$ cat config.mk
export PLATFORM = sky130hd
export DESIGN_NAME = riscv_mc_ctrl
export DESIGN_NICKNAME = d
export VERILOG_FILES = /design/src/rtl/riscv_mc_ctrl.sv
export SDC_FILE = /design/constraint.sdc
export NUM_CORES = 1
export LEC_CHECK = 0
export ABC_AREA = 1
export CORE_MARGIN = 3
export CORE_UTILIZATION = 40
export DETAILED_ROUTE_END_ITERATION = 6
export HOLD_SLACK_MARGIN = 0.12
export PLACE_DENSITY = 0.72
export SKIP_LAST_GASP = 1
export SLEW_MARGIN = 20
export SYNTH_ARGS = -nofsm -noshare
export SYNTH_HDL_FRONTEND = slang
export SYNTH_SLANG_ARGS = --single-unit
$ cat constraint.sdc
create_clock -name clk -period 5.8 [get_ports clk]
set_input_delay 1.16 -clock clk [delete_from_list [all_inputs] [get_ports clk]]
set_output_delay 1.16 -clock clk [all_outputs]
set_load 0.02 [all_outputs]
$ cat src/rtl/riscv_mc_ctrl.sv
`default_nettype none
// ============================================================================
// Module   : riscv_mc_ctrl
// Purpose  : Multi-cycle RV32I control unit. Sequences FETCH/DECODE/EXEC/
//            MEM/WB, handshakes with instruction and data memories that may
//            insert wait states, holds the instruction register, traps on
//            illegal opcodes or memory timeouts, and keeps cycle and
//            retired-instruction counters.
// Ports    : clk, reset (async, active low), stall
//            imem_req/imem_ready/imem_rdata   instruction fetch handshake
//            dmem_req/dmem_we/dmem_ready      data access handshake
//            branch_taken                     comparator result in EXEC
//            instr, ir_we, pc_we, pc_src,
//            alu_src_a, alu_src_b, reg_we,
//            wb_sel                           datapath control
//            opcode_ins, Funct3_ins,
//            Funct7_ins, ALUop_ins            decode fields for ALU control
//            state, trap, trap_cause,
//            cycle_cnt, instret_cnt           status and counters
// Revision : 1.0 - initial release
// ============================================================================
module riscv_mc_ctrl #(
    parameter int DATA_W  = 32,
    parameter int CNT_W   = 64,
    parameter int TIMEOUT = 255
) (
    input  logic              clk,
    input  logic              reset,
    input  logic              stall,
    output logic              imem_req,
    input  logic              imem_ready,
    input  logic [DATA_W-1:0] imem_rdata,
    output logic              dmem_req,
    output logic              dmem_we,
    input  logic              dmem_ready,
    input  logic              branch_taken,
    output logic [DATA_W-1:0] instr,
    output logic              ir_we,
    output logic              pc_we,
    output logic              pc_src,
    output logic [1:0]        alu_src_a,
    output logic              alu_src_b,
    output logic              reg_we,
    output logic [1:0]        wb_sel,
    output logic [6:0]        opcode_ins,
    output logic [2:0]        Funct3_ins,
    output logic [6:0]        Funct7_ins,
    output logic [1:0]        ALUop_ins,
    output logic [2:0]        state,
    output logic              trap,
    output logic [1:0]        trap_cause,
    output logic [CNT_W-1:0]  cycle_cnt,
    output logic [CNT_W-1:0]  instret_cnt
);

    // The wait counter only ever holds 0..TIMEOUT-1: the cycle that would
    // take it to TIMEOUT traps instead.
    localparam int                  c_WAIT_W    = (TIMEOUT < 2) ? 1 : $clog2(TIMEOUT);
    localparam logic [c_WAIT_W-1:0] c_WAIT_LAST = c_WAIT_W'(TIMEOUT - 1);

    localparam logic [6:0] c_OP_R      = 7'b0110011;
    localparam logic [6:0] c_OP_I      = 7'b0010011;
    localparam logic [6:0] c_OP_LOAD   = 7'b0000011;
    localparam logic [6:0] c_OP_STORE  = 7'b0100011;
    localparam logic [6:0] c_OP_BRANCH = 7'b1100011;
    localparam logic [6:0] c_OP_JAL    = 7'b1101111;
    localparam logic [6:0] c_OP_JALR   = 7'b1100111;
    localparam logic [6:0] c_OP_LUI    = 7'b0110111;
    localparam logic [6:0] c_OP_AUIPC  = 7'b0010111;

    localparam logic [1:0] c_CAUSE_ILLEGAL = 2'b01;
    localparam logic [1:0] c_CAUSE_BUS     = 2'b10;

    typedef enum logic [2:0] {
        S_FETCH  = 3'd0,
        S_DECODE = 3'd1,
        S_EXEC   = 3'd2,
        S_MEM    = 3'd3,
        S_WB     = 3'd4,
        S_TRAP   = 3'd7
    } state_t;

    state_t              r_state;
    state_t              w_next;
    logic [DATA_W-1:0]   r_instr;
    logic                r_trap;
    logic [1:0]          r_cause;
    logic [1:0]          w_cause;
    logic [c_WAIT_W-1:0] r_wait;
    logic [c_WAIT_W-1:0] w_wait_nxt;
    logic [CNT_W-1:0]    r_cycle;
    logic [CNT_W-1:0]    r_instret;

    logic [6:0] w_op;
    logic       w_is_r, w_is_i, w_is_load, w_is_store, w_is_br;
    logic       w_is_jal, w_is_jalr, w_is_lui, w_is_auipc, w_legal;
    logic       w_fetch_req;
    logic       w_wait_last;
    logic       w_retire;

    assign w_op       = r_instr[6:0];
    assign w_is_r     = (w_op == c_OP_R);
    assign w_is_i     = (w_op == c_OP_I);
    assign w_is_load  = (w_op == c_OP_LOAD);
    assign w_is_store = (w_op == c_OP_STORE);
    assign w_is_br    = (w_op == c_OP_BRANCH);
    assign w_is_jal   = (w_op == c_OP_JAL);
    assign w_is_jalr  = (w_op == c_OP_JALR);
    assign w_is_lui   = (w_op == c_OP_LUI);
    assign w_is_auipc = (w_op == c_OP_AUIPC);
    assign w_legal    = w_is_r | w_is_i | w_is_load | w_is_store | w_is_br |
                        w_is_jal | w_is_jalr | w_is_lui | w_is_auipc;

    // A nonzero wait count means a fetch is already outstanding, so stall can
    // no longer withdraw it. The reset gate keeps the request low while the
    // registers are held cleared.
    assign w_fetch_req = reset && (r_state == S_FETCH) && (!stall || (r_wait != '0));
    assign w_wait_last = (r_wait == c_WAIT_LAST);

    always_comb begin
        w_next     = r_state;
        w_cause    = r_cause;
        w_wait_nxt = '0;
        imem_req   = 1'b0;
        ir_we      = 1'b0;
        pc_we      = 1'b0;
        pc_src     = 1'b0;
        alu_src_a  = 2'b00;
        alu_src_b  = 1'b0;
        reg_we     = 1'b0;
        wb_sel     = 2'b00;
        dmem_req   = 1'b0;
        dmem_we    = 1'b0;
        case (r_state)
            S_FETCH: begin
                imem_req = w_fetch_req;
                if (w_fetch_req) begin
                    if (imem_ready) begin
                        ir_we  = 1'b1;
                        pc_we  = 1'b1;
                        w_next = S_DECODE;
                    end else if (w_wait_last) begin
                        w_next  = S_TRAP;
                        w_cause = c_CAUSE_BUS;
                    end else begin
                        w_wait_nxt = r_wait + c_WAIT_W'(1);
                    end
                end
            end
            S_DECODE: begin
                if (w_legal) begin
                    w_next = S_EXEC;
                end else begin
                    w_next  = S_TRAP;
                    w_cause = c_CAUSE_ILLEGAL;
                end
            end
            S_EXEC: begin
                if (w_is_r) begin
                    alu_src_b = 1'b0;
                end else if (w_is_lui) begin
                    alu_src_a = 2'b10;
                    alu_src_b = 1'b1;
                end else if (w_is_auipc || w_is_jal || w_is_br) begin
                    alu_src_a = 2'b01;
                    alu_src_b = 1'b1;
                end else begin
                    alu_src_b = 1'b1;
                end
                if (w_is_jal || w_is_jalr) begin
                    pc_we  = 1'b1;
                    pc_src = 1'b1;
                end
                if (w_is_br) begin
                    pc_we  = branch_taken;
                    pc_src = 1'b1;
                end
                if (w_is_load || w_is_store) begin
                    w_next = S_MEM;
                end else if (w_is_br) begin
                    w_next = S_FETCH;
                end else begin
                    w_next = S_WB;
                end
            end
            S_MEM: begin
                dmem_req = 1'b1;
                dmem_we  = w_is_store;
                if (dmem_ready) begin
                    w_next = w_is_load ? S_WB : S_FETCH;
                end else if (w_wait_last) begin
                    w_next  = S_TRAP;
                    w_cause = c_CAUSE_BUS;
                end else begin
                    w_wait_nxt = r_wait + c_WAIT_W'(1);
                end
            end
            S_WB: begin
                reg_we = 1'b1;
                if (w_is_load) begin
                    wb_sel = 2'b01;
                end else if (w_is_jal || w_is_jalr) begin
                    wb_sel = 2'b10;
                end
                w_next = S_FETCH;
            end
            S_TRAP: begin
                w_next = S_TRAP;
            end
            default: begin
                w_next = S_TRAP;
            end
        endcase
    end

    always_comb begin
        ALUop_ins = 2'b00;
        if (w_is_br) begin
            ALUop_ins = 2'b01;
        end else if (w_is_r) begin
            ALUop_ins = 2'b10;
        end else if (w_is_i) begin
            ALUop_ins = 2'b11;
        end
    end

    assign w_retire = (w_next == S_FETCH) &&
                      ((r_state == S_EXEC) || (r_state == S_MEM) || (r_state == S_WB));

    always_ff @(posedge clk or negedge reset) begin
        if (!reset) begin
            r_state   <= S_FETCH;
            r_instr   <= '0;
            r_trap    <= 1'b0;
            r_cause   <= 2'b00;
            r_wait    <= '0;
            r_cycle   <= '0;
            r_instret <= '0;
        end else begin
            r_state <= w_next;
            r_wait  <= w_wait_nxt;
            r_trap  <= (w_next == S_TRAP);
            r_cause <= w_cause;
            if (ir_we) begin
                r_instr <= imem_rdata;
            end
            if (r_state != S_TRAP) begin
                r_cycle <= r_cycle + CNT_W'(1);
            end
            if (w_retire) begin
                r_instret <= r_instret + CNT_W'(1);
            end
        end
    end

    assign instr       = r_instr;
    assign opcode_ins  = r_instr[6:0];
    assign Funct3_ins  = r_instr[14:12];
    assign Funct7_ins  = r_instr[31:25];
    assign state       = r_state;
    assign trap        = r_trap;
    assign trap_cause  = r_cause;
    assign cycle_cnt   = r_cycle;
    assign instret_cnt = r_instret;

endmodule
`default_nettype wire

======== Word-level counts from Yosys, hierarchy flattened ========
Index checks and enable logic that the tools add are counted.
operators by class
  bitwise logic cells ..................... 8
  muxes and demuxes ....................... 44
  reductions and logical operators ........ 16
  $add $sub $neg .......................... 3
  equal/unequal tests ..................... 20
operator list
  operator               number
  $add 64x1->64 const B  2
  $mux 8                 4
  $mux 2                 14
  $mux 3                 8
  $eq 7x6->1 const B     3
  $eq 7x7->1 const B     3
  $pmux 8 s2             1
  $pmux 3 s5             1
  $eq 7x5->1 const B     2
  $mux 1                 14
  $add 8x1->8 const B    1
  $eq 8x8->1 const B     1
  $ne 2x2->1 const B     4
  $or 1x1->1             8
  $reduce_bool 8->1      1
  $eq 7x2->1 const B     1
  $logic_or 1x1->1       7
  $eq 3x2->1 const B     2
  $eq 3x3->1 const B     2
  $logic_not 3->1        2
  $pmux 2 s3             1
  $reduce_and 5->1       1
  $eq 3x1->1 const B     1
  $logic_and 1x1->1      3
  other kinds (4)        4
word-level totals
  output and inout bits ................... 197
  word-level logic and storage cells ...... 98
  flip-flop bits (word level) ............. 174
  bits of input ports ..................... 38

======== Depth between registers and ports, before layout ========
Gate-level depths: netlist (run 1).
  word-level depth ........................ 13
  depth in mapped cells ................... 15

======== Worst setup path after synthesis (run 1) ========
No wires, ideal clock.
  path kind ............................... reg2out
  from .................................... register r_state[2], in the netlist state[2]
  to ...................................... output port pc_we
  buffers on the path ..................... 0
  cell stages (with the launch flop) ...... 8
  data arrival time ....................... 2.011 ns
  setup slack ............................. 2.629 ns
  cells stage by stage .................... dfrtp_1 -> inv_2 -> nand2_1 -> nor2_1 -> inv_1 -> a211oi_1 -> o21ai_0 -> o21ai_0
on the way
  longest elaborated chain between the ends .. 5
  elaborated cells between the ends (all ways) .. 6
  those cells by class .................... 1 x eq/ne; 2 x mux; 3 x reduce/logical
RTL lines
  element                         RTL line  RTL
  start, declared                 83        state_t r_state;
  start signal, assigned          240       r_state <= w_next;
  $logic_not 3->1                 117, 134
  $logic_and 1x1->1 (2 in a row)  117       assign w_fetch_req = reset && (r_state == S_FETCH) && (!stall || (r_wait != '0));
  $mux 1                          137       if (w_fetch_req) begin
  $pmux 1 s2 (*)                  134       case (r_state)
  end, declared                   39        output logic pc_we,
Mark *: on every way between the ends. The rest lies on a longest branch, timed or not.

======== Worst setup path after layout (run 1) ========
  from .................................... input port stall
  to ...................................... output port ir_we
on the way
  longest elaborated chain between the ends .. 5
RTL lines
  element            RTL line  RTL
  start, declared    29        input logic stall,
  $logic_not 1->1    117
  $logic_or 1x1->1   117
  $logic_and 1x1->1  117
  $mux 1             137
  $mux 1             134
  end, declared      38        output logic ir_we,
Every way passes these cells.

==> qor.csv, run 1 <==
metric;value;unit
final instance area;14200;sq um
fillers;2685;
Root Buffer;clkbuf_16;
gr ovfl total;0;
Rows;60;
crit-path max FO;38;
Setup Viol. Count Final;0;
Hold EP;r_wait[0]$_DFF_PN0_;
depth of the worst hold-timing path;1;
gpl congestion;0.974;
wire per inst;16.8;microns
DIE HEIGHT;172;microns
Vias/cell;5.08;
crit path kind;in2out;
highest-delay cell along the critical path;clkdlybuf4s50_1;
ys async rst share;100;%
type of origin of the critical path;primary input;
GRT Overall Usage;24.6;%
register area share after synthesis;39.5;%
Final min period;4220;ps
Iter 0 DRT Violations;762;
FF-to-FF End;instret_cnt[12]$_DFFE_PN0P_;
Worst-path clk slew;80;ps
placed cell area;13500;sq um
die area;29600;sq um
vias in the first global route;10700;
core box area;27000;sq um
Hold Buf Count CTS;0;
Max stage delay on crit path;690;ps
Post-CTS Setup Bufs;0;
Post-CTS Resized;0;
Final Non-Filler Cells;2145;
H-tree Lvls;4;
layout cells sized above 1;5.10;%
final WL;36000;microns
IO Count;235;
antenna diode count;0;
number of hold violations in the final report;0;
YS warnings;0;
first drt pass iteration count;7;
Tightest Hold Check Type;reg2reg;
global-route wire length before repair;57400;microns
Die X;172;microns
IO Port Bufs;234;
Clock Skew;13.4;ps
Placed Cells incl. Taps;2113;
Primary FF master, synth;dfrtp_1;
Routed Antenna Nets;0;
Max VDD drop;0.131;mV
Post-synth EDFFs;0;
syn_area_per_cell;6.99;sq um
hpwl dp;28000;microns
Clock Path Buffers;2;
Slew Viols, Final;0;
CTS Buf Count;17;
CP Data Required Time;4640;ps
starting density of the core;40.8;%
Final WS setup;1580;ps
TritonCTS Sinks;174;
Slew @ Worst Pin;955;ps
R2R depth;14;
min-delay src;r_wait[0]$_DFF_PN0_;
nets@finish;1834;
status;completed;
reg2reg start;r_wait[0]$_DFF_PN0_;
P per Cell Area;179;nW/um^2
RSZ-0062 raised after global routing;no;
DRC Markers;0;
initial antenna violation count;0;
register-to-register path setup slack;2940;ps
Max-cap violations;0;
Syn Std Cell Area;11000;sq um
Post-Route Setup TNS;0;ps
Syn Inst Count;1576;
Setup WS pre-CTS;1590;ps
Cell variety after synth;37;
most used cell, CP;nand2_1;
crit share post-route;72.8;%
vias;10900;
flops & latches, synth;174;
syn nets;1619;
worst path cell trace;clkdlybuf4s50_1, nand2_1, nor2_1, nand2_1, nand2_1, nor2_4, buf_4, clkdlybuf4s50_1;
CTS tree;built;
Layout area overhead;28.4;%
pin count of the biggest net entering global routing;76;
Slew HR;36.4;%
worst-skew pair later-pin latency;440;ps
critical path capture point type;primary output;
Static Leak;0.00630;uW
CP arrival;3060;ps
f_max;237;MHz
## cell usage in the layout, fill, tap and decap left out, types with 2 or more instances in the layout
cell             count
a21oi_1              2
and2_0               2
and2_1               5
buf_4                5
clkbuf_16           17
clkdlybuf4s50_1    233
clkinv_8             7
dfrtp_1            174
ha_1                 5
inv_1              170
inv_2                9
inv_6                5
mux2_2              27
nand2_1            512
nand2_2              3
nand3_1            147
nand3_2              4
nand3b_1             8
nand4_1             27
nor2_1             234
nor2_2               4
nor2_4               2
nor3_1              51
nor3_4               3
nor4_1               4
o21ai_0             35
o21ai_1              3
xnor2_1             31
xor2_1              62
## worst max-delay path, delay by kind of cell
kind	cells	cell delay (ps)
buffers and inverters	3	1470
AND/OR/NAND/NOR	5	410
## registers in the layout, indices dropped and copies added, names as in the netlist
name         cells
cycle_cnt       64
instret_cnt     64
instr           32
r_wait           8
state            3
trap_cause       2
trap             1
## cell usage after synthesis (all sizes together), types with 5 or more instances
| cell | instances | area share (%) |
|---|---|---|
| xnor2 | 31 | 2.5 |
| ha | 5 | 0.57 |
| nand4 | 27 | 1.5 |
| nor3 | 55 | 2.8 |
| buf | 40 | 2.7 |
| inv | 179 | 6.1 |
| and2 | 7 | 0.40 |
| nand3 | 151 | 7.0 |
| o21ai | 38 | 1.7 |
| dfrtp | 174 | 40 |
| mux2 | 27 | 2.8 |
| xor2 | 62 | 4.9 |
| nand3b | 8 | 0.54 |
| nor2 | 241 | 8.5 |
| nand2 | 515 | 18 |
## layout make-up
class	instances	area (sq um)	area share, %
multi-input cells	1180	5710	40.3
well taps	341	427	3.01
flip-flops and latches	174	4350	30.8
repair buffers	239	2380	16.8
clock buffers	17	425	3.01
clock inverters	15	190	1.34
inverters	179	672	4.75
## cell families (layout without fill, tap and decap cells)
| family | after synthesis | count (layout) | synth area share [%] |
|---|---|---|---|
| compound gates | 46 | 46 | 2.20 |
| flops | 174 | 174 | 39.5 |
| fa+ha+maj | 5 | 5 | 0.568 |
| simple gates | 1009 | 1009 | 38.7 |
| mux | 27 | 27 | 2.76 |
| xor+xnor | 93 | 93 | 7.39 |
| buf+inv | 222 | 450 | 8.85 |
## where the power goes
| group | internal, uW | total [uW] | switching (uW) |
|---|---|---|---|
| clock network | 588 | 1190 | 607 |
| registers | 1220 | 1230 | 9.49 |
| logic | 52.8 | 110 | 57.5 |
## per-layer routing
metal  up-vias  share of wire, %  GRT usage, %  routed length, microns
met3        42               6.4          4.48                    2310
met1      5100                44          32.5                   15800
met2       395                47          41.3                   17000
li1       5367                 -             -                       -
met5         -                 0             0                       0
met4         0               2.5          7.53                     893
## per-stage QoR
step	total power, uW	utilization, %	hold slack, ps
global placement	1370	50.1	449
detailed placement	1370	50.1	455
global route	2620	52.4	489
CTS	2560	52.4	468
finish	2540	52.4	470
floorplan	1290	-	432
## how the worst max path moves through the flow
stage / start / endpoint / slack, ps / cells after the start
3_5_place_dp: stall / ir_we / 1590 / 8
4_1_cts: stall / ir_we / 1580 / 8
6_report: stall / ir_we / 1580 / 8
3_3_place_gp: stall / ir_we / 1590 / 8
5_1_grt: reset / ir_we / 1410 / 7
2_1_floorplan: state[2]$_DFF_PN0_ / pc_we / 2630 / 7
Power figures use the tool's default switching activity.
==> run 2, diff against run 1 <==
==> constraint.sdc (replaced) <==
create_clock -name clk -period 4.4 [get_ports clk]
set_input_delay 0.88 -clock clk [delete_from_list [all_inputs] [get_ports clk]]
set_output_delay 0.88 -clock clk [all_outputs]
set_load 0.02 [all_outputs]
==> qor.csv, run 2 (synthesis results as in run 1) <==
metric;value;unit;change
TritonCTS Sinks;174;;unchanged
IO Port Bufs;234;;unchanged
antenna diode count;0;;unchanged
layout cells sized above 1;5.20;%;+0.11 points
number of hold violations in the final report;0;;unchanged
Reg area;4350;sq um;unchanged
Post-CTS Setup Bufs;0;;unchanged
Final Power;3330;uW;+31%
Placed Cells incl. Taps;2115;;+0.095%
f_max;281;MHz;
IO Count;235;;unchanged
Worst-path clk slew;80;ps;about the same
CP arrival;2680;ps;-380 ps
Root Buffer;clkbuf_16;;
CTS tree;built;;
Slew HR;34.4;%;-2.0 points
Rows;60;;unchanged
Max-cap violations;0;;unchanged
Slew @ Worst Pin;984;ps;+29.4 ps
Setup Viol. Count Final;0;;unchanged
Slew Viols, Final;0;;unchanged
critical path capture point type;primary output;;
Fin Hold WS;479;ps;+8.57 ps
core box area;27000;sq um;unchanged
Hold Buf Count CTS;0;;unchanged
DRC Markers;0;;unchanged
starting density of the core;40.8;%;unchanged
Post-Route Setup TNS;0;ps;unchanged
Static Leak;0.00631;uW;+0.21%
area of the multi-input gates;5710;sq um;unchanged
most frequent cells in the layout;512 x nand2_1, 234 x nor2_1, 233 x clkdlybuf4s50_1, 174 x dfrtp_1, 170 x inv_1;;
hpwl dp;28500;microns;+2.0%
Iter 0 DRT Violations;862;;+13%
pin count of the biggest net entering global routing;77;;+1.3%
P per Cell Area;235;nW/um^2;+31%
global-route wire length before repair;58100;microns;+1.2%
GRT Overall Usage;25.0;%;+0.35 points
commonest non-fill, non-tap cell in the layout;nand2_1;;
initial antenna violation count;0;;unchanged
worst-skew pair later-pin latency;440;ps;about the same
Post-CTS Resized;0;;unchanged
Tightest Hold Check Type;reg2reg;;
vias;10900;;+0.24%
CP Data Required Time;3520;ps;-1120 ps
Die X;172;microns;unchanged
Layout area overhead;28.4;%;about the same
Routed Antenna Nets;0;;unchanged
H-tree Lvls;4;;unchanged
Final min period;3560;ps;
status;completed;;
vias in the first global route;10900;;+1.8%
DIE HEIGHT;172;microns;unchanged
nets@finish;1836;;+0.11%
final WL;36400;microns;+0.89%
Vias/cell;5.09;;+0.15%
Clock Skew;14.3;ps;+0.861 ps
crit path kind;reg2out;;
fillers;2724;;+1.5%
Max VDD drop;0.206;mV;+57%
gpl congestion;0.971;;-0.30%
crit share post-route;80.9;%;
crit-path max FO;7;;-82%
CTS Buf Count;17;;unchanged
Final Non-Filler Cells;2147;;+0.093%
die area;29600;sq um;unchanged
wire per inst;16.9;microns;+0.79%
Clock Path Buffers;2;;unchanged
first drt pass iteration count;5;;-2
RSZ-0062 raised after global routing;no;;
gr ovfl total;0;;unchanged
type of origin of the critical path;register;;
fin util;52.4;%;about the same
run 2: through the flow:
stage | area [sq um] | setup slack (ps)
floorplan | 11000 | 1510
global placement | 13600 | 1130
detailed placement | 13600 | 1090
CTS | 14200 | 809
global route | 14200 | 643
finish | 14200 | 839
run 2: critical path, stage by stage (launching register included):
cell and delay, ps:
dfrtp_1 530, nand2_1 120, nor2_1 290, inv_1 140, a211oi_1 300, o21ai_0 140
o21ai_0 90, clkdlybuf4s50_1 630
run 2: area by class of cell:
type | count | area share [%]
clock buffer | 17 | 3.01
timing repair buffer | 241 | 17.0
inverter | 179 | 4.75
multi-input combinational | 1180 | 40.3
tap | 341 | 3.01
clock inverter | 15 | 1.16
sequential | 174 | 30.8
run 2: per-layer routing:
metal  vias to the layer above  GRT usage, %  wire length [microns]
met1                      5133          33.1                  16000
met2                       377          41.5                  17100
met5                         -             0                      0
met4                         0          7.60                    918
met3                        49          4.87                   2400
li1                       5371             -                      -
run 2: path summary, 6_finish.rpt:
check | end | slack [ps] | start | cells after the start
max | pc_we | 840 | state[1]$_DFF_PN0_ | 7
min | r_wait[0]$_DFF_PN0_ | 480 | r_wait[0]$_DFF_PN0_ | 1
max reg2reg | instret_cnt[57]$_DFFE_PN0P_ | 1700 | instr[2]$_DFFE_PN0P_ | 11
min reg2reg | r_wait[0]$_DFF_PN0_ | 480 | r_wait[0]$_DFF_PN0_ | 1
max in group asynchronous | instret_cnt[7]$_DFFE_PN0P_ | 2270 | reset | 3
min in group asynchronous | cycle_cnt[17]$_DFFE_PN0P_ | 630 | reset | 2
run 2: report_power, final:
| part | leakage, uW | internal (uW) | switching, uW |
|---|---|---|---|
| clock network | 0.000289 | 770 | 786 |
| registers | 0.00237 | 1610 | 12.2 |
| logic | 0.00365 | 70.2 | 77.0 |
| total | 0.00631 | 2450 | 876 |
==> run 3, diff against run 2 <==
--- a/config.mk
+++ b/config.mk
@@ -10,7 +10,7 @@
 export CORE_UTILIZATION = 40
 export DETAILED_ROUTE_END_ITERATION = 6
 export HOLD_SLACK_MARGIN = 0.12
-export PLACE_DENSITY = 0.72
+export PLACE_DENSITY = 0.75
 export SKIP_LAST_GASP = 1
 export SLEW_MARGIN = 20
 export SYNTH_ARGS = -nofsm -noshare
==> constraint.sdc (replaced) <==
create_clock -name clk -period 3.2 [get_ports clk]
set_input_delay 0.64 -clock clk [delete_from_list [all_inputs] [get_ports clk]]
set_output_delay 0.64 -clock clk [all_outputs]
set_load 0.02 [all_outputs]
==> qor.csv, run 3 (synthesis results as in run 1) <==
metric;value;unit;change
status;completed;;
CP arrival;2370;ps;-310 ps
Vias/cell;5.10;;+0.21%
Setup Viol. Count Final;0;;unchanged
Iter 0 DRT Violations;806;;-6.5%
type of origin of the critical path;register;;
crit share post-route;94.0;%;
Clock Skew;15.4;ps;+1.16 ps
Post-Route Setup TNS;0;ps;unchanged
DRC Markers;0;;unchanged
final WL;36000;microns;-0.94%
R2R depth;10;;-1
Max-cap violations;0;;unchanged
CP Data Required Time;2560;ps;-960 ps
gpl congestion;0.944;;-2.8%
Slew @ Worst Pin;971;ps;-13.5 ps
die area;29600;sq um;unchanged
Clock Path Buffers;2;;unchanged
pin count of the biggest net entering global routing;74;;-3.9%
Layout area overhead;28.8;%;
first drt pass iteration count;5;;unchanged
Max VDD drop;0.232;mV;+12%
nets@finish;1838;;+0.11%
layout cells sized above 1;5.31;%;+0.10 points
DIE HEIGHT;172;microns;unchanged
final instance area;14200;sq um;+0.30%
hpwl dp;28100;microns;-1.5%
starting density of the core;40.8;%;unchanged
placed cell area;13600;sq um;+0.20%
commonest non-fill, non-tap cell in the layout;nand2_1;;
FF-to-FF End;instret_cnt[56]$_DFFE_PN0P_;;
Slew HR;35.3;%;+0.90 points
Hold Buf Count CTS;0;;unchanged
Rows;60;;unchanged
crit path kind;reg2out;;
Fin Hold WS;266;ps;-213 ps
CTS Buf Count;17;;unchanged
Final min period;3010;ps;
H-tree Lvls;4;;unchanged
worst-skew pair later-pin latency;440;ps;about the same
register-to-register path setup slack;780;ps;-920 ps
IO Count;235;;unchanged
reg2reg start;instret_cnt[1]$_DFFE_PN0P_;;
core box area;27000;sq um;unchanged
TritonCTS Sinks;174;;unchanged
most frequent cells in the layout;512 x nand2_1, 233 x nor2_1, 232 x clkdlybuf4s50_1, 174 x dfrtp_1, 170 x inv_1;;
GRT Overall Usage;24.5;%;-0.41 points
critical path capture point type;primary output;;
number of hold violations in the final report;0;;unchanged
vias;11000;;+0.30%
Slew Viols, Final;0;;unchanged
RSZ-0062 raised after global routing;no;;
vias in the first global route;10900;;+0.20%
Tightest Hold Check Type;in2async;;
Worst-path clk slew;80;ps;about the same
Post-CTS Setup Bufs;0;;unchanged
f_max;333;MHz;
Root Buffer;clkbuf_16;;
Post-CTS Resized;1;;+1
antenna diode count;0;;unchanged
IO Port Bufs;234;;unchanged
P per Cell Area;322;nW/um^2;+37%
crit-path max FO;6;;-1
Static Leak;0.00634;uW;+0.48%
Die X;172;microns;unchanged
global-route wire length before repair;57400;microns;-1.1%
wire per inst;16.8;microns;-1.0%
CTS tree;built;;
gr ovfl total;0;;unchanged
initial antenna violation count;0;;unchanged
Routed Antenna Nets;0;;unchanged
[run 3: cell count changes in the layout (fill, tap and decap cells not counted), sizes merged]
cell and delta:
buf +2, clkbuf +1, clkdlybuf4s50 -1, clkinv +4
clkinvlp -1, dlymetal6s2s +1, inv -4
[run 3: cell type report]
class                   count  area [sq um]
fillers                  2679         12800
multi-input cells        1180          5710
flip-flops and latches    174          4350
repair buffers            243          2440
inverters                 179           672
clock buffers              18           429
well taps                 341           427
clock inverters            14           170
[run 3: how the worst max path moves through the flow]
stage / depth (start not counted) / startpoint / slack, ps / endpoint
after floorplan: 7 / state[2]$_DFF_PN0_ / 550 / pc_we
after global placement: 7 / stall / 410 / pc_we
after detailed placement: 7 / stall / 410 / pc_we
after CTS: 8 / state[2]$_DFF_PN0_ / 20 / pc_we
after global routing: 7 / instr[2]$_DFFE_PN0P_ / 30 / alu_src_a[0]
final: 7 / instr[2]$_DFFE_PN0P_ / 190 / alu_src_a[0]
[run 3: where the power goes]
group / switching (uW) / total [uW] / internal [uW]
combinational: 106 / 203 / 96.6
clock: 1080 / 2140 / 1060
sequential: 16.3 / 2230 / 2210
[run 3: layer usage]
| layer | wire (microns) | track usage [%] |
|---|---|---|
| met5 | 0 | 0 |
| met4 | 1160 | 8.85 |
| met3 | 2240 | 4.02 |
| met2 | 16900 | 40.8 |
| met1 | 15800 | 32.5 |
[run 3: stage by stage]
stage / power [uW] / cells / setup WS, ps / utilization, %
final: 4570 / 2149 / 193 / 52.5
after global routing: 4710 / 2149 / 30.1 / 52.5
after CTS: 4620 / 2149 / 22.3 / 52.5
after detailed placement: 2480 / 2117 / 411 / 50.3
after global placement: 2480 / 2117 / 412 / 50.3
after floorplan: 2340 / 1576 / 549 / -
[run 3: critical path, stage by stage, from the launching register on]
cell	delay [ps]
dfrtp_1	540
nand3_1	230
inv_1	90
nand2_1	80
o22ai_1	110
o21ai_0	90
inv_1	70
clkdlybuf4s50_1	700
==> RTL edit 1: new RTL, flow settings as in run 2 <==
The parameter `CNT_W` goes from 64 to 128.
--- a/src/rtl/riscv_mc_ctrl.sv
+++ b/src/rtl/riscv_mc_ctrl.sv
@@ -22,5 +22,5 @@
 module riscv_mc_ctrl #(
     parameter int DATA_W  = 32,
-    parameter int CNT_W   = 64,
+    parameter int CNT_W   = 128,
     parameter int TIMEOUT = 255
 ) (
Interface: changed (resized cycle_cnt and instret_cnt); port bits go from 235 to 363. The function was not compared with the original's and may differ.
==> RTL edit 1 against run 2 <==
The flow now finishes with violations (design-rule violations). Sequential power up 73%. Design area is 86% higher. Utilization decreased by 1.3 points. First-iteration DRC count rose to 2.9 times the old value. Die area rose by 85%. Worst setup slack got worse by 0.17 ns. Sequential cell count rose by 128. Non-clock buffer count up 138. Routed wire length is 140% higher. Register-to-register slack got worse by 0.48 ns. Synthesized cell count grew 110%. Area after synthesis up 89%. Power rose by 85%. Combinational power grew 19%.
==> RTL edit 1: results (changes against run 2) <==
Status -> finished, violations left
Failing checks -> design-rule violations
Vias/cell -> 5.307 (+4.2%)
Critical path arrival -> 2.85 ns (+0.17 ns)
LEAKAGE -> 11.15 nW (+77%)
Post-synth EDFFs -> 0 (unchanged)
VDD IR max -> 0.2566 mV (+24%)
Crit-path max FO -> 38 (+31)
TritonCTS buffer count -> 38 (+21)
WL final -> 86.65 mm (+140%)
Clock buffer depth -> 3 (+1)
Nets -> 3719 (+100%)
Initial antenna violation count -> 0 (unchanged)
Fraction of layout cells with a size suffix above 1 -> 2.941% (-2.3 points)
Vias in the first global route -> 21.93k (+100%)
Port Buf Inserts -> 362 (+55%)
Detail Placement HPWL -> 69.20 mm (+140%)
Post-CTS setup buffers -> 0 (unchanged)
Placer Congestion -> 1.050 (+8.1%)
Worst skew pair latency -> 0.58 ns (+0.14 ns)
Clock Skew -> 0.01845 ns (+0.004174 ns)
GRT Total Usage -> 31.21% (+6.2 points)
Synth top cells by count -> 1429 x nand2_1, 593 x nor2_1, 302 x dfrtp_1
First-pass GRT wire length -> 130.7 mm (+130%)
Seq/Total Area, Yosys -> 36.27% (-3.2 points)
# DRC -> 1 (+1)
CTS root buffer -> clkbuf_16
Worst-Margin Slew -> 0.9009 ns (-0.08316 ns)
Worst min path class -> input pin to async pin
Synthesis Warnings -> 0 (unchanged)
Syn nets -> 3375 (+110%)
Pre-CTS WS -> 0.7273 ns (-0.3671 ns)
Htree depth -> 2 (-2)
Ys async rst share -> 100.0% (unchanged)
Synth cell types -> 36 (-2.7%)
Iter 0 DRT Violations -> 2496 (+190%)
Largest net degree at the start of global routing -> 130 (+69%)
Top cells by area, synth -> dfrtp_1 36%, nand2_1 26%, nor2_1 11%, xor2_1 4.9%, inv_1 4.7%
First-pass DRT Iterations -> 7 (+2)
Register clock-pin slew on the reported worst setup and hold paths -> 0.06 ns (-0.02 ns)
# diodes -> 0 (unchanged)
P_int -> 4.713 mW (+92%)
Post-CTS resize count -> 0 (unchanged)
==> RTL edit 1: critical path: stages, from the launching register on <==
cell and delay, ns:
dfrtp_1 0.43, nor2_2 0.19, nand2_1 0.13, nor2_1 0.23
nand2_1 0.12, nor2_2 0.13, buf_4 0.36, clkdlybuf4s50_1 0.68
==> RTL edit 1: path summary, 6_finish.rpt <==
check | startpoint | end | slack (ns) | cells after the start
hold / removal | reset | instret_cnt[91] | 0.47 | 2
setup reg to reg | instret_cnt[0] | instret_cnt[126] | 1.22 | 11
min in group clk | instr[11] | instr[11] | 0.47 | 2
setup / recovery | state[2] | ir_we | 0.67 | 7
max in group asynchronous | reset | cycle_cnt[61] | 1.90 | 4
hold reg to reg | instr[11] | instr[11] | 0.47 | 2
==> RTL edit 1: cell type report <==
cell class / instances / area, sq um
clock buffers: 54 / 1091
clock inverters: 16 / 153.9
fillers: 5288 / 25130
inverters: 271 / 1017
multi-input cells: 2684 / 11810
flip-flops and latches: 302 / 7557
well taps: 680 / 850.8
repair buffers: 379 / 3794
==> RTL edit 1: through the flow <==
stage | hold WS (ns) | utilization [%] | cells | cell area (sq um)
after floorplan | 0.4536 | - | 3332 | 20840
after global placement | 0.4539 | 48.70 | 4316 | 25030
after detailed placement | 0.4599 | 48.70 | 4316 | 25030
after CTS | 0.4728 | 51.12 | 4386 | 26280
after global routing | 0.4898 | 51.12 | 4386 | 26280
final | 0.4669 | 51.12 | 4386 | 26280
==> RTL edit 1: power groups by stage <==
| stage | combinational (mW) | clock [mW] | sequential, mW |
|---|---|---|---|
| CTS | 0.180 | 3.24 | 2.80 |
| floorplan | 0.0328 | 0 | 2.87 |
| finish | 0.175 | 3.17 | 2.80 |
| global placement | 0.179 | 0 | 2.85 |
| global route | 0.191 | 3.34 | 2.80 |
| detailed placement | 0.180 | 0 | 2.85 |
==> RTL edit 1: cell families (layout without fill, tap and decap cells) <==
group | count (synthesis) | count (layout) | synth area share, %
adders and majority gates | 5 | 5 | 0.3002
buffers and inverters | 346 | 720 | 7.092
AOI/OAI and AO/OA | 146 | 146 | 3.549
DFF | 302 | 302 | 36.27
xor gates and xnor gates | 153 | 153 | 6.431
and+or+nand+nor | 2380 | 2380 | 46.36
==> RTL edit 1: metal layers <==
layer,track usage [%],vias to the layer above,routed length [microns]
met5,0,-,0
met4,13.66,0,4330
met3,5.357,206,7778
met2,48.13,1123,37930
met1,43.03,10888,36610
li1,-,11059,-
==> RTL edit 2: new RTL, flow settings as in run 2 <==
Without the edit above. Make the reset (`reset`) synchronous in one clocked block. Comments in the files are not updated.
--- a/src/rtl/riscv_mc_ctrl.sv
+++ b/src/rtl/riscv_mc_ctrl.sv
@@ -228,5 +228,5 @@
                       ((r_state == S_EXEC) || (r_state == S_MEM) || (r_state == S_WB));
 
-    always_ff @(posedge clk or negedge reset) begin
+    always_ff @(posedge clk) begin
         if (!reset) begin
             r_state   <= S_FETCH;
Behaviour: differs if reset is asserted again (counterexample within 4 cycles, from zero or initial values and one cycle with reset low); with reset held inactive, the same outputs for 4 cycles.
==> RTL edit 2 against run 2 <==
Critical path depth grew 2. Design area shrank 6.7%. Register-to-register slack gained 0.06 ns. Area after synthesis shrank 8.1%. Routed wire length shrank 4.8%. Worst setup slack gained 0.10 ns. Sequential cell count is the same. Utilization grew 1.3 points. Hold slack lost 0.0098 ns.
Power is not compared: it rests on default switching activity, and its combinational part moved more than twofold at a synthesized area within 25%.
==> RTL edit 2: results (changes against run 2) <==
Synth top cells by count -> 457 x nand2_1, 322 x nor2_1, 174 x dfxtp_1
Post-CTS resize count -> 0 (unchanged)
LEAKAGE -> 4.525 nW
Top FF cell, synth -> dfxtp_1
First-pass GRT wire length -> 54.75 mm (-5.7%)
Largest net degree at the start of global routing -> 81 (+5.2%)
Detail Placement HPWL -> 26.31 mm (-7.7%)
Nets -> 1902 (+3.6%)
GRT Total Usage -> 25.20% (+0.24 points)
Post-CTS setup buffers -> 0 (unchanged)
TritonCTS buffer count -> 17 (unchanged)
Ys async rst share -> 0% (-100 points)
Initial antenna violation count -> 1 (+1)
Synthesis Warnings -> 0 (unchanged)
CTS root buffer -> clkbuf_16
VDD IR max -> 0.2154 mV
Worst skew pair latency -> 0.44 ns (about the same)
First-pass DRT Iterations -> 6 (+1)
Fillers -> 2460 (-9.7%)
Worst min path class -> flop to flop
Clock buffer depth -> 2 (unchanged)
WL/cell -> 15.76 microns (-7.0%)
Seq/Total Area, Yosys -> 34.37% (-5.1 points)
Clock Skew -> 0.01285 ns (-0.001425 ns)
Htree depth -> 4 (unchanged)
Register clock-pin slew on the reported worst setup and hold paths -> 0.07 ns
# diodes -> 0 (unchanged)
Fraction of layout cells with a size suffix above 1 -> 3.098% (-2.1 points)
Crit-path max FO -> 3 (-4)
Slew headroom -> 40.26% (+5.9 points)
Vias in the first global route -> 10.70k (-1.7%)
Synth cell types -> 35 (-5.4%)
Placer Congestion -> 0.9928 (+2.3%)
Port Buf Inserts -> 234 (unchanged)
Status -> complete, no violations
Vias/cell -> 5.200 (+2.1%)
Top cells by area, synth -> dfxtp_1 34%, nand2_1 17%, nor2_1 12%, nand3_1 6.6%, a21oi_1 6.0%
Iter 0 DRT Violations -> 927 (+7.5%)
Syn nets -> 1705 (+5.3%)
==> RTL edit 2: changes by cell type after synthesis, sizes merged, moves of 8 or more <==
cell | run 2 | this run
xor2 | 62 | 22
nand3 | 151 | 136
dfxtp | 0 | 174
xnor2 | 31 | 23
a21oi | 2 | 122
mux2 | 27 | 0
clkbuf | 3 | 24
inv | 179 | 157
dfrtp | 174 | 0
nor2 | 241 | 330
nor3 | 55 | 31
o21ai | 38 | 80
nand2 | 515 | 458
==> RTL edit 2: where the power goes <==
part	internal, mW	leakage (nW)	switching [mW]
clock	0.831	0.298	0.757
combinational	0.209	2.82	0.425
sequential	1.62	1.41	0.0480
==> RTL edit 2: worst paths after layout <==
check	to	cells past startpoint	slack, ns	start
worst min register to register	r_wait[0]	1	0.47	r_wait[0]
worst min-delay path	r_wait[0]	1	0.47	r_wait[0]
worst max register to register	instret_cnt[62]	11	1.76	instret_cnt[0]
worst max-delay path	pc_we	9	0.94	stall
==> RTL edit 2: per-layer routing <==
layer  part of all wire, %  vias to the layer above  track usage [%]  routed length, microns
met1                    42                     5231            30.68                   14490
met5                 0.038                        -                0                      13
li1                      -                     5701                -                       -
met4                   3.2                        2            9.645                    1101
met2                    47                      411            42.56                   16210
met3                   8.0                       74            6.560                    2785
==> RTL edit 2: critical path, stage by stage <==
cell             delay, ns
clkdlybuf4s50_1       0.40
nand2_1               0.09
nor2_1                0.05
nand2_1               0.08
nand2_1               0.07
nor2_1                0.22
inv_1                 0.10
nand2_1               0.07
clkdlybuf4s50_1       0.61
==> RTL edit 2: per-stage QoR <==
stage          std cells  worst slack (ns)  hold slack (ns)  total power, mW  instance area, sq um
5_1_grt             2196            0.7441           0.5124            4.026                 13210
3_5_place_dp        2164            0.9468           0.4588            2.333                 12610
2_1_floorplan       1662             1.393           0.4295            2.111                 10130
4_1_cts             2196            0.8579           0.4720            3.911                 13210
6_report            2196            0.9433           0.4688            3.886                 13210
3_3_place_gp        2164            0.9599           0.4422            2.327                 12610
==> RTL edit 2: cells by family after synthesis <==
| kind of cell | count (synthesis) | share of synthesized area [%] |
|---|---|---|
| AND/OR/NAND/NOR | 1000 | 40.84 |
| adder cells (fa/ha/maj) | 5 | 0.6174 |
| AO/OA/AOI/OAI | 216 | 10.95 |
| XOR/XNOR | 45 | 3.889 |
| flip-flops | 174 | 34.37 |
| buffers and inverters | 222 | 9.322 |
==> RTL edit 2: area by class of cell <==
cell class | count | area share (%)
Tap cell | 324 | 3.068
Multi-Input combinational cell | 1266 | 43.26
Timing Repair Buffer | 242 | 18.24
Clock inverter | 14 | 1.259
Inverter | 158 | 4.489
Clock buffer | 18 | 3.324
Sequential cell | 174 | 26.36
